`src/rtl/fetch_sequencer.sv`:
```
// Boot-and-fetch front end: streams a fixed-length BIOS image into instruction
// memory, then owns the PC and the IF/ID register with stall, redirect and re-boot.
module fetch_sequencer #(
   parameter int                ADDR_W     = 32,
   parameter int                DATA_W     = 32,
   parameter int                BOOT_WORDS = 16,
   parameter logic [ADDR_W-1:0] BOOT_BASE  = '0,
   parameter logic [ADDR_W-1:0] RESET_PC   = '0,
   parameter logic [ADDR_W-1:0] PC_STEP    = ADDR_W'(1)
) (
   input  logic                              clock,
   input  logic                              reset,
   input  logic                              boot_start,
   input  logic [DATA_W-1:0]                 bios_data,
   input  logic                              bios_valid,
   output logic                              bios_ready,
   output logic [ADDR_W-1:0]                 imem_addr,
   output logic [DATA_W-1:0]                 imem_wdata,
   output logic                              imem_we,
   output logic                              imem_oe,
   input  logic [DATA_W-1:0]                 imem_rdata,
   input  logic                              stall,
   input  logic                              redirect,
   input  logic [ADDR_W-1:0]                 redirect_pc,
   output logic                              fetch_valid,
   output logic [DATA_W-1:0]                 fetch_instr,
   output logic [ADDR_W-1:0]                 fetch_pcpp,
   output logic                              on_bios,
   output logic                              boot_done,
   output logic [$clog2(BOOT_WORDS+1)-1:0]   boot_count
);

   localparam int CW = $clog2(BOOT_WORDS + 1);

   typedef enum logic {
      BOOT = 1'b0,
      RUN  = 1'b1
   } state_t;

   state_t              state_r, state_s;
   logic [CW-1:0]       count_r, count_s;
   logic [ADDR_W-1:0]   pc_r, pc_s;
   logic                fetch_valid_r, fetch_valid_s;
   logic [DATA_W-1:0]   fetch_instr_r, fetch_instr_s;
   logic [ADDR_W-1:0]   fetch_pcpp_r, fetch_pcpp_s;
   logic                boot_done_r, boot_done_s;
   logic                last_word_s;

   assign last_word_s = (count_r == CW'(BOOT_WORDS - 1));

   // State, PC and IF/ID registers with synchronous active-low reset
   always_ff @(posedge clock) begin
      if (!reset) begin
         state_r       <= BOOT;
         count_r       <= '0;
         pc_r          <= RESET_PC;
         fetch_valid_r <= 1'b0;
         fetch_instr_r <= '0;
         fetch_pcpp_r  <= '0;
         boot_done_r   <= 1'b0;
      end else begin
         state_r       <= state_s;
         count_r       <= count_s;
         pc_r          <= pc_s;
         fetch_valid_r <= fetch_valid_s;
         fetch_instr_r <= fetch_instr_s;
         fetch_pcpp_r  <= fetch_pcpp_s;
         boot_done_r   <= boot_done_s;
      end
   end

   // Next-state and memory-port decode; boot_start outranks everything in both states
   always_comb begin
      state_s       = state_r;
      count_s       = count_r;
      pc_s          = pc_r;
      fetch_valid_s = fetch_valid_r;
      fetch_instr_s = fetch_instr_r;
      fetch_pcpp_s  = fetch_pcpp_r;
      boot_done_s   = 1'b0;
      bios_ready    = 1'b0;
      on_bios       = 1'b0;
      imem_oe       = 1'b0;
      imem_we       = 1'b0;
      imem_addr     = pc_r;
      imem_wdata    = '0;
      case (state_r)
         BOOT: begin
            bios_ready = 1'b1;
            on_bios    = 1'b1;
            imem_we    = bios_valid;
            imem_addr  = BOOT_BASE + ADDR_W'(count_r);
            imem_wdata = bios_data;
            // A word arriving with boot_start is still written but not counted
            if (boot_start) begin
               count_s = '0;
            end else if (bios_valid) begin
               count_s = count_r + CW'(1);
               if (last_word_s) begin
                  state_s     = RUN;
                  pc_s        = RESET_PC;
                  boot_done_s = 1'b1;
               end else begin
                  state_s = BOOT;
               end
            end else begin
               count_s = count_r;
            end
         end
         RUN: begin
            imem_oe   = 1'b1;
            imem_addr = pc_r;
            if (boot_start) begin
               state_s       = BOOT;
               count_s       = '0;
               fetch_valid_s = 1'b0;
               fetch_instr_s = '0;
            end else if (redirect) begin
               pc_s          = redirect_pc;
               fetch_valid_s = 1'b0;
               fetch_instr_s = '0;
            end else if (stall) begin
               pc_s = pc_r;
            end else begin
               fetch_instr_s = imem_rdata;
               fetch_pcpp_s  = pc_r + PC_STEP;
               fetch_valid_s = 1'b1;
               pc_s          = pc_r + PC_STEP;
            end
         end
         default: begin
            state_s = BOOT;
            count_s = '0;
         end
      endcase
   end

   assign fetch_valid = fetch_valid_r;
   assign fetch_instr = fetch_instr_r;
   assign fetch_pcpp  = fetch_pcpp_r;
   assign boot_done   = boot_done_r;
   assign boot_count  = count_r;

endmodule

```
`config.mk`:
```
export PLATFORM = sky130hd
export DESIGN_NAME = fetch_sequencer
export DESIGN_NICKNAME = d
export VERILOG_FILES = /design/src/rtl/fetch_sequencer.sv
export SDC_FILE = /design/constraint.sdc
export NUM_CORES = 1
export LEC_CHECK = 0
export ABC_CLOCK_PERIOD_IN_PS = 6700
export CORE_UTILIZATION = 40
export CTS_CLUSTER_DIAMETER = 100
export DETAILED_ROUTE_END_ITERATION = 12
export PLACE_DENSITY = 0.78
export RECOVER_POWER = 50
export SYNTH_ARGS = -nofsm -noshare
export SYNTH_HDL_FRONTEND = slang
export SYNTH_SLANG_ARGS = --single-unit
```
`constraint.sdc`:
```
create_clock -name clock -period 6.7 [get_ports clock]
set_clock_uncertainty 0.2 [all_clocks]
set_input_delay 1.005 -clock clock [delete_from_list [all_inputs] [get_ports clock]]
set_output_delay 1.005 -clock clock [all_outputs]
set_load 0.1 [all_outputs]
```
* Word level (Yosys, flattened, before mapping) *
Cells that the tools add are included.

word-level totals
  logic and storage cells = 55
  bits in registers = 104
  bits of input ports = 102

operators by class
  muxes and demuxes = 27
  reduce and logical (&&, ||, !) cells = 5
  bitwise logic cells = 5
  $add $sub $neg = 2
  equality and inequality tests = 9

operators by type and width
  cell                   count
  $mux 32                10
  $pmux 32 s2            2
  $add 32x1->32 const B  1
  $mux 5                 3
  $mux 1                 10
  $ne 2x2->1 const B     5
  $pmux 5 s2             1
  $ne 3x3->1 const B     2
  $add 5x1->5 const B    1
  $eq 5x4->1 const B     1
  $not 1->1              5
  $reduce_and 5->1       1
  $reduce_and 2->1       2
  $reduce_and 4->1       1
  $ne 3x2->1 const B     1
  $pmux 1 s2             1
  $reduce_or 2->1        1

* Depth between registers and ports, before layout *
Gate-level depths: netlist of run 1.

  depth after elaboration = 5
  depth in mapped cells = 9

* Worst setup path before layout of run 1 *
No wires, ideal clock.

  path type = reg2out
  from = reg state_r
  to = out imem_addr[4]
  cell stages (with the launch flop) = 5
  arrival = 3.440 ns
  path buffers = 3
  slack = 2.055 ns
  path through = dfxtp_1 -> buf_2 -> clkbuf_1 -> clkbuf_1 -> o21ai_0

between the ends
  longest elaborated chain between the ends = 2

RTL lines
  item                    RTL line  source
  from (decl)             40        state_t state_r, state_s;
  from (signal assigned)  62        state_r <= state_s;
  $not 1->1               n/a
  $pmux 32 s2 (*)         87        case (state_r)
  to (decl)               17        output logic [ADDR_W-1:0] imem_addr,

Mark *: on every way between the ends. The rest lies on a longest branch, timed or not.

* Worst setup path in the final report of run 1 *
  from = in redirect
  to = reg pc_r[16]

between the ends
  longest elaborated chain between the ends = 3
  elaborated cells on any way between the ends = 5

RTL lines
  item                  RTL line  source
  from (decl)           23        input logic redirect,
  $mux 32               118       end else if (redirect) begin
  $mux 32               113       if (boot_start) begin
  $pmux 32 s2           87
  to (signal assigned)  64        pc_r <= pc_s;
  to (decl)             42        logic [ADDR_W-1:0] pc_r, pc_s;

Several ways; a longest one is shown, not always the timed one. The select of a mux whose other input is x is not followed.
A chain may end at the register's enable or synchronous reset.

==> metrics.yaml, run 1 <==
status: "finished, violations left"
violations_in_the_final_reports: "max-capacitance violations, max-slew violations"
synth_top_area_share_pct: 40.0
clkPwrFrac_pct: 39.9
floorplan.die_area_mm2: 0.0135
coreArea_mm2: 0.0127
yosysWarnings: 0
finalSetupViolCount: 0
post_drt_via_cell_ratio: 5.42
share_of_synthesized_area_occupied_by_flip_flops_and_latches_pct: 40.0
die_x_um: 116
cell_internal_pwr_w: 0.000993
synth_compound_gate_area_share_pct: 21.8
synth_seq_cells: 104
min_period_ns: 5.07
ffs_w_async_s_r_synth_pct: 0
hold_buffers: 0
min_delay_path_depth: 2
synthSimpleGateAreaFrac_pct: 26.3
timing.rr.start: "state_r$_SDFF_PN0_"
cpMaxStageDelayCell: "clkbuf_1"
grt_use_met3_pct: 6.12
cell_area_placed_mm2: 0.00765
timing.critical_path.arrival_ns: 5.11
final.period_utilization_pct: 75.7
grt_antenna_before_repair: 0
gp_congestion: 0.853
finalHoldWorstSlack_ns: 0.251
fin_cells: 1004
syn-num-nets: 726
cts_buffers: 9
layout-area-overhead-vs-synth_pct: 52.4
final_design_area_no_fill_mm2: 0.00793
overall_fraction_of_global_route_tracks_in_use_pct: 25.1
ant_nets: 0
slew_headroom_pct: -53.7
post_synth_main_area_contributors: "dfxtp_1 40%, a22oi_1 4.8%, o21ai_0 4.7%"
htree_num_levels: 3
clk-insertion-delay-late_ns: 0.35
netlist-cell-type-count: 67
worst_r2r_endpoint: "pc_r[22]$_SDFFE_PN0P_"
timing.hold.worst.class: "reg2reg"
io_pins: 241
crit_chain: "dlygate4sd3_1, clkbuf_1, and2b_1, o21ai_0, nor2_1, a21o_1, a221o_1"
finalHoldViolCount: 0
max_clock_freq_ghz: 0.197
power_dissipated_by_switching_net_loads_w: 0.000376
main_combinational_cell_family_by_area_after_synthesis: "simple AND/OR/NAND/NOR gates"
drtIter0Drc: 326
delay_contributed_by_the_slowest_stage_of_the_critical_path_ns: 1.06
max-clock-path-buffers: 2
irDropWorstVdd_uv: 99.3
remaining_drc_errors: 0
cts.sinks: 104
maxSlewViolCount: 59
dpl_worst_slack_ns: 2.29
cells_after_synthesis: 621
drv.max_cap_violation_count: 1
grt_util_met2_pct: 42.5
netlist_top_cells_count: "104 x dfxtp_1, 62 x nor2_1, 49 x o21ai_0"
initial_utilization_pct: 41.1
grt_setup_unrepaired: "no"
critical_path_class: "in2reg"
globalRouteOverflowTotal: 0
die_height_um: 116
place.detailed.hpwl_mm: 12.1
fin_setup_tns_ns: 0
layout.nets: 932
detail_route.first_pass.iterations: 4
start_kind: "input pin"
global_route.peak_usage_layer: "met2"
power_per_cell_area_mw_per_mm2: 172
r2r_cells: 6
globalRouteMet1Util_pct: 30.8
synth.cell_area_mm2: 0.00520
post_synth_fa_ha_maj_area_fraction_pct: 0.721
rows: 41
synth_xor_area_share_pct: 5.22
io_buffers: 240
slew_at_the_pin_closest_to_its_max_slew_limit_ns: 2.31
synth_flop_cell: "dfxtp_1"
crit_fanout: 33
critPathRequiredTime_ns: 6.74
setup_slack_of_the_worst_register_to_register_path_ns: 3.05
endpoint_kind: "flip-flop"
vias: 5446
grt_pass1_wl_mm: 26.1
number_of_enable_flip_flop_cells_after_synthesis: 0
grt_pass1_vias: 5139
netlist.top_cell.by_area: "dfxtp_1"
hold_start: "fetch_instr[14]$_SDFFE_PN0P_"
synth.area.mux_share_pct: 1.27
syn_area_per_cell_um2: 8.38
final_critical_path_setup_slack_ns: 1.63
detail_route.wirelength_mm: 16.9
leakagePower_nw: 3.10
netSwitchingFraction_pct: 27.4
post_cts.repair.setup_buffers: 0
clock_tree.root_cell: "clkbuf_16"
post_cts.resized_instances: 0
grt_max_degree: 59
combinationalPowerShare_pct: 14.9
power.share.sequential_pct: 45.2
clk_transition_reported_paths_ns: 0.07
antenna-diode-count: 0
worstHoldEndpoint: "fetch_instr[14]$_SDFFE_PN0P_"
tritoncts: "built"
drive_above_1_share_pct: 5.29
routedWlPerCell_um: 16.9
placed_cells: 988
synth.most_common_cell: "dfxtp_1"
[state kept, by name (all words and copies together), names as in the netlist]
| signal | count |
|---|---|
| fetch_instr | 32 |
| fetch_pcpp | 32 |
| pc_r | 32 |
| boot_count | 5 |
| boot_done | 1 |
| fetch_valid | 1 |
| state_r | 1 |
[power groups by stage]
stage / Combinational, W / Sequential, W / Clock, W
6_report: 0.000204 / 0.000619 / 0.000545
5_1_grt: 0.000212 / 0.000619 / 0.000580
4_1_cts: 0.000205 / 0.000619 / 0.000555
3_5_place_dp: 0.000204 / 0.000634 / 0
3_3_place_gp: 0.000203 / 0.000633 / 0
2_1_floorplan: 0.000109 / 0.000638 / 0
[metrics by stage]
stage               power [W]  util (%)
finish                0.00137      62.6
global route          0.00141      62.6
CTS                   0.00138      62.8
global placement     0.000837      60.4
floorplan            0.000747         -
detailed placement   0.000838      60.4
[layout make-up]
| class | instances | area, um^2 |
|---|---|---|
| Fill cell | 1081 | 4740 |
| Multi-Input combinational cell | 460 | 2870 |
| Timing Repair Buffer | 246 | 2440 |
| Sequential cell | 104 | 2080 |
| Clock buffer | 9 | 225 |
| Tap cell | 172 | 215 |
| Clock inverter | 7 | 78.8 |
| Inverter | 6 | 22.5 |
[worst max-delay path by stage]
| stage | slack, ns | startpoint | endpoint |
|---|---|---|---|
| after floorplan | 2.06 | state_r$_SDFF_PN0_ | imem_addr[4] |
| after global placement | 2.31 | bios_valid | imem_we |
| after detailed placement | 2.29 | bios_valid | imem_we |
| after CTS | 2.28 | bios_valid | imem_we |
| after global routing | 1.42 | redirect | pc_r[16]$_SDFFE_PN0P_ |
| final | 1.63 | redirect | pc_r[16]$_SDFFE_PN0P_ |
[critical path, delay by kind of cell]
kind / cells / cell delay, ns
simple gates: 2 / 0.89
buf+inv: 2 / 1.60
compound gates: 3 / 1.59
[kinds of logic (layout without fill, tap and decap cells)]
family,after synthesis,count (layout)
adders and majority gates,3,3
muxes,6,6
and+or+nand+nor,242,242
DFF,104,104
xor gates and xnor gates,31,31
AOI/OAI and AO/OA,178,178
buffers and inverters,57,268
[placed cells by master, fill, tap and decap left out, types with 4 or more instances in the layout]
| cell type | instances |
|---|---|
| a211oi_1 | 6 |
| a21o_1 | 5 |
| a21oi_1 | 45 |
| a221o_1 | 4 |
| a22oi_1 | 33 |
| a31oi_1 | 6 |
| a41oi_1 | 5 |
| and2_1 | 28 |
| and3_1 | 7 |
| clkbuf_16 | 9 |
| clkdlybuf4s50_1 | 167 |
| dfxtp_1 | 103 |
| dlygate4sd3_1 | 73 |
| inv_1 | 5 |
| mux2_2 | 5 |
| nand2_1 | 47 |
| nand2b_1 | 5 |
| nand3_1 | 16 |
| nand4_1 | 8 |
| nor2_1 | 62 |
| nor2b_1 | 34 |
| nor3_1 | 5 |
| nor4_1 | 4 |
| o21ai_0 | 50 |
| o311ai_1 | 4 |
| xnor2_1 | 11 |
| xor2_1 | 20 |
[layer usage]
layer	up-vias	share of wire, %	wire (um)
li1	2617	-	-
met4	0	2.1	363
met2	251	48	8190
met5	-	0	0
met1	2546	41	6970
met3	32	8.3	1410
Note: power is estimated with default switching activity, not from simulation.
==> run 2: changes to the inputs <==
--- a/config.mk
+++ b/config.mk
@@ -5,8 +5,8 @@
 export SDC_FILE = /design/constraint.sdc
 export NUM_CORES = 1
 export LEC_CHECK = 0
-export ABC_CLOCK_PERIOD_IN_PS = 6700
-export CORE_UTILIZATION = 40
+export ABC_CLOCK_PERIOD_IN_PS = 4200
+export CORE_UTILIZATION = 38
 export CTS_CLUSTER_DIAMETER = 100
 export DETAILED_ROUTE_END_ITERATION = 12
 export PLACE_DENSITY = 0.78
==> constraint.sdc (replaced) <==
create_clock -name clock -period 4.2 [get_ports clock]
set_clock_uncertainty 0.2 [all_clocks]
set_input_delay 0.63 -clock clock [delete_from_list [all_inputs] [get_ports clock]]
set_output_delay 0.63 -clock clock [all_outputs]
set_load 0.1 [all_outputs]
==> metrics.yaml, run 2 (synthesis results as in run 1) <==
gp_congestion: 0.901  # +5.6%
layout-area-overhead-vs-synth_pct: 48.9
timing.critical_path.arrival_ns: 2.75  # -2.36 ns
start_kind: "flip-flop"
timing.hold.worst.class: "reg2reg"
final_design_area_no_fill_mm2: 0.00775  # -2.3%
max-clock-path-buffers: 2  # unchanged
timing.rr.start: "state_r$_SDFF_PN0_"
finish.utilization_pct: 58.3  # -4.3 points
delay_contributed_by_the_slowest_stage_of_the_critical_path_ns: 0.96  # -0.10 ns
cell_internal_pwr_w: 0.00163  # +64%
detail_route.wirelength_mm: 16.9  # -0.44%
layout.nets: 934  # +0.21%
post_cts.repair.setup_buffers: 0  # unchanged
clk_transition_reported_paths_ns: 0.07  # about the same
floorplan.die_area_mm2: 0.0142  # +5.2%
htree_num_levels: 3  # unchanged
coreArea_mm2: 0.0133  # +4.9%
status: "completed"
finalSetupViolCount: 0  # unchanged
cp-startpoint: "state_r$_SDFF_PN0_"
clock_tree.root_cell: "clkbuf_16"
finalHoldViolCount: 0  # unchanged
power_per_cell_area_mw_per_mm2: 285  # +65%
grt_setup_unrepaired: "no"
layout.cells.most_common_list: "120 x clkdlybuf4s50_1, 104 x dfxtp_1, 67 x dlygate4sd3_1"
combinationalPowerShare_pct: 14.1  # -0.8 points
irDropWorstVdd_uv: 253  # +150%
tritoncts: "built"
io_buffers: 240  # unchanged
vias: 5383  # -1.2%
remaining_drc_errors: 0  # unchanged
place.detailed.hpwl_mm: 12.1  # -0.34%
crit_fanout: 29  # -12%
drtIter0Drc: 427  # +31%
post_drt_via_cell_ratio: 5.33  # -1.7%
slew_at_the_pin_closest_to_its_max_slew_limit_ns: 1.21  # -1.10 ns
power_dissipated_by_switching_net_loads_w: 0.000586  # +56%
critical_path_class: "reg2out"
fin_setup_tns_ns: 0  # unchanged
fillers: 1242  # +15%
leakagePower_nw: 3.09  # -0.34%
slew_headroom_pct: 18.6  # +72 points
initial_utilization_pct: 39.1  # -1.9 points
grt_pass1_wl_mm: 26.4  # +1.2%
grt_pass1_vias: 4998  # -2.7%
power.share.sequential_pct: 44.6  # -0.6 points
die_height_um: 119  # +2.6%
grt_antenna_before_repair: 0  # unchanged
hold_buffers: 0  # unchanged
antenna-diode-count: 0  # unchanged
cts_buffers: 9  # unchanged
drv.max_cap_violation_count: 0  # -1
io_pins: 241  # unchanged
drive_above_1_share_pct: 8.99  # +3.7 points
post_cts.resized_instances: 0  # unchanged
max_clock_freq_ghz: 0.279
most_common_cell_after_layout_fill_and_taps_aside: "clkdlybuf4s50_1"
cpMaxStageDelayCell: "dfxtp_1"
rows: 42  # +2.4%
die_x_um: 119  # +2.6%
critPathRequiredTime_ns: 3.37  # -3.37 ns
netSwitchingFraction_pct: 26.5  # -0.96 points
overall_fraction_of_global_route_tracks_in_use_pct: 23.6  # -1.5 points
finalHoldWorstSlack_ns: 0.259  # +0.00800 ns
maxSlewViolCount: 0  # -100%
ant_nets: 0  # unchanged
routedWlPerCell_um: 16.7  # -1.0%
crit_chain: "inv_1, nor2_1, clkbuf_1"
grt_max_degree: 86  # +46%
globalRouteOverflowTotal: 0  # unchanged
clkPwrFrac_pct: 41.2  # +1.3 points
cell_area_placed_mm2: 0.00754  # -1.5%
min_period_ns: 3.58
hold_start: "fetch_instr[15]$_SDFFE_PN0P_"
detail_route.first_pass.iterations: 5  # +1
endpoint_kind: "primary output"
cts.sinks: 104  # unchanged
final.period_utilization_pct: 85.2
clk-insertion-delay-late_ns: 0.35  # about the same
run 2: cell types whose count changed in the layout (fill, tap and decap cells not counted), sizes merged:
cell,delta
clkdlybuf4s50,-47
buf,+31
clkbuf,+24
dlygate4sd3,-6
clkinv,+2
clkinvlp,-2
bufinv,+1
inv,-1
run 2: layout make-up:
| cell class | count | area, um^2 | area share, % |
|---|---|---|---|
| Sequential cell | 104 | 2080 | 26.9 |
| Clock buffer | 9 | 225 | 2.91 |
| Multi-Input combinational cell | 460 | 2880 | 37.1 |
| Clock inverter | 7 | 95.1 | 1.23 |
| Timing Repair Buffer | 248 | 2230 | 28.8 |
| Tap cell | 176 | 220 | 2.84 |
| Inverter | 6 | 22.5 | 0.291 |
run 2: worst paths after layout:
| check | to | slack [ns] | cells past startpoint |
|---|---|---|---|
| max | imem_addr[15] | 0.62 | 3 |
| min | fetch_instr[15]$_SDFFE_PN0P_ | 0.26 | 2 |
| max reg2reg | pc_r[16]$_SDFFE_PN0P_ | 0.93 | 6 |
| min reg2reg | fetch_instr[15]$_SDFFE_PN0P_ | 0.26 | 2 |
run 2: power by group through the flow:
stage | registers (W) | logic [W] | clock network (W)
global route | 0.000987 | 0.000324 | 0.000968
floorplan | 0.00102 | 0.000174 | 0
detailed placement | 0.00101 | 0.000322 | 0
global placement | 0.00101 | 0.000321 | 0
finish | 0.000987 | 0.000312 | 0.000912
CTS | 0.000987 | 0.000322 | 0.000923
run 2: worst max-delay path, delay by kind of cell, from the launching register on:
family | cells | cell delay [ns]
buf+inv | 2 | 1.25
flops | 1 | 0.96
simple gates | 1 | 0.18
run 2: per-layer routing:
metal | vias to the layer above | part of all wire [%] | GRT usage, %
met5 | - | 0 | 0
met2 | 236 | 47 | 38.5
met3 | 30 | 9.3 | 7.57
li1 | 2622 | - | -
met1 | 2495 | 42 | 28.9
met4 | 0 | 2.3 | 8.62
run 2: per-stage QoR:
stage | total power, W | setup WS, ns | instances
after global routing | 0.00228 | 0.497 | 1010
after floorplan | 0.00119 | 0.296 | 621
final | 0.00221 | 0.621 | 1010
after global placement | 0.00133 | 1.13 | 994
after CTS | 0.00223 | 0.991 | 1010
after detailed placement | 0.00133 | 1.03 | 994
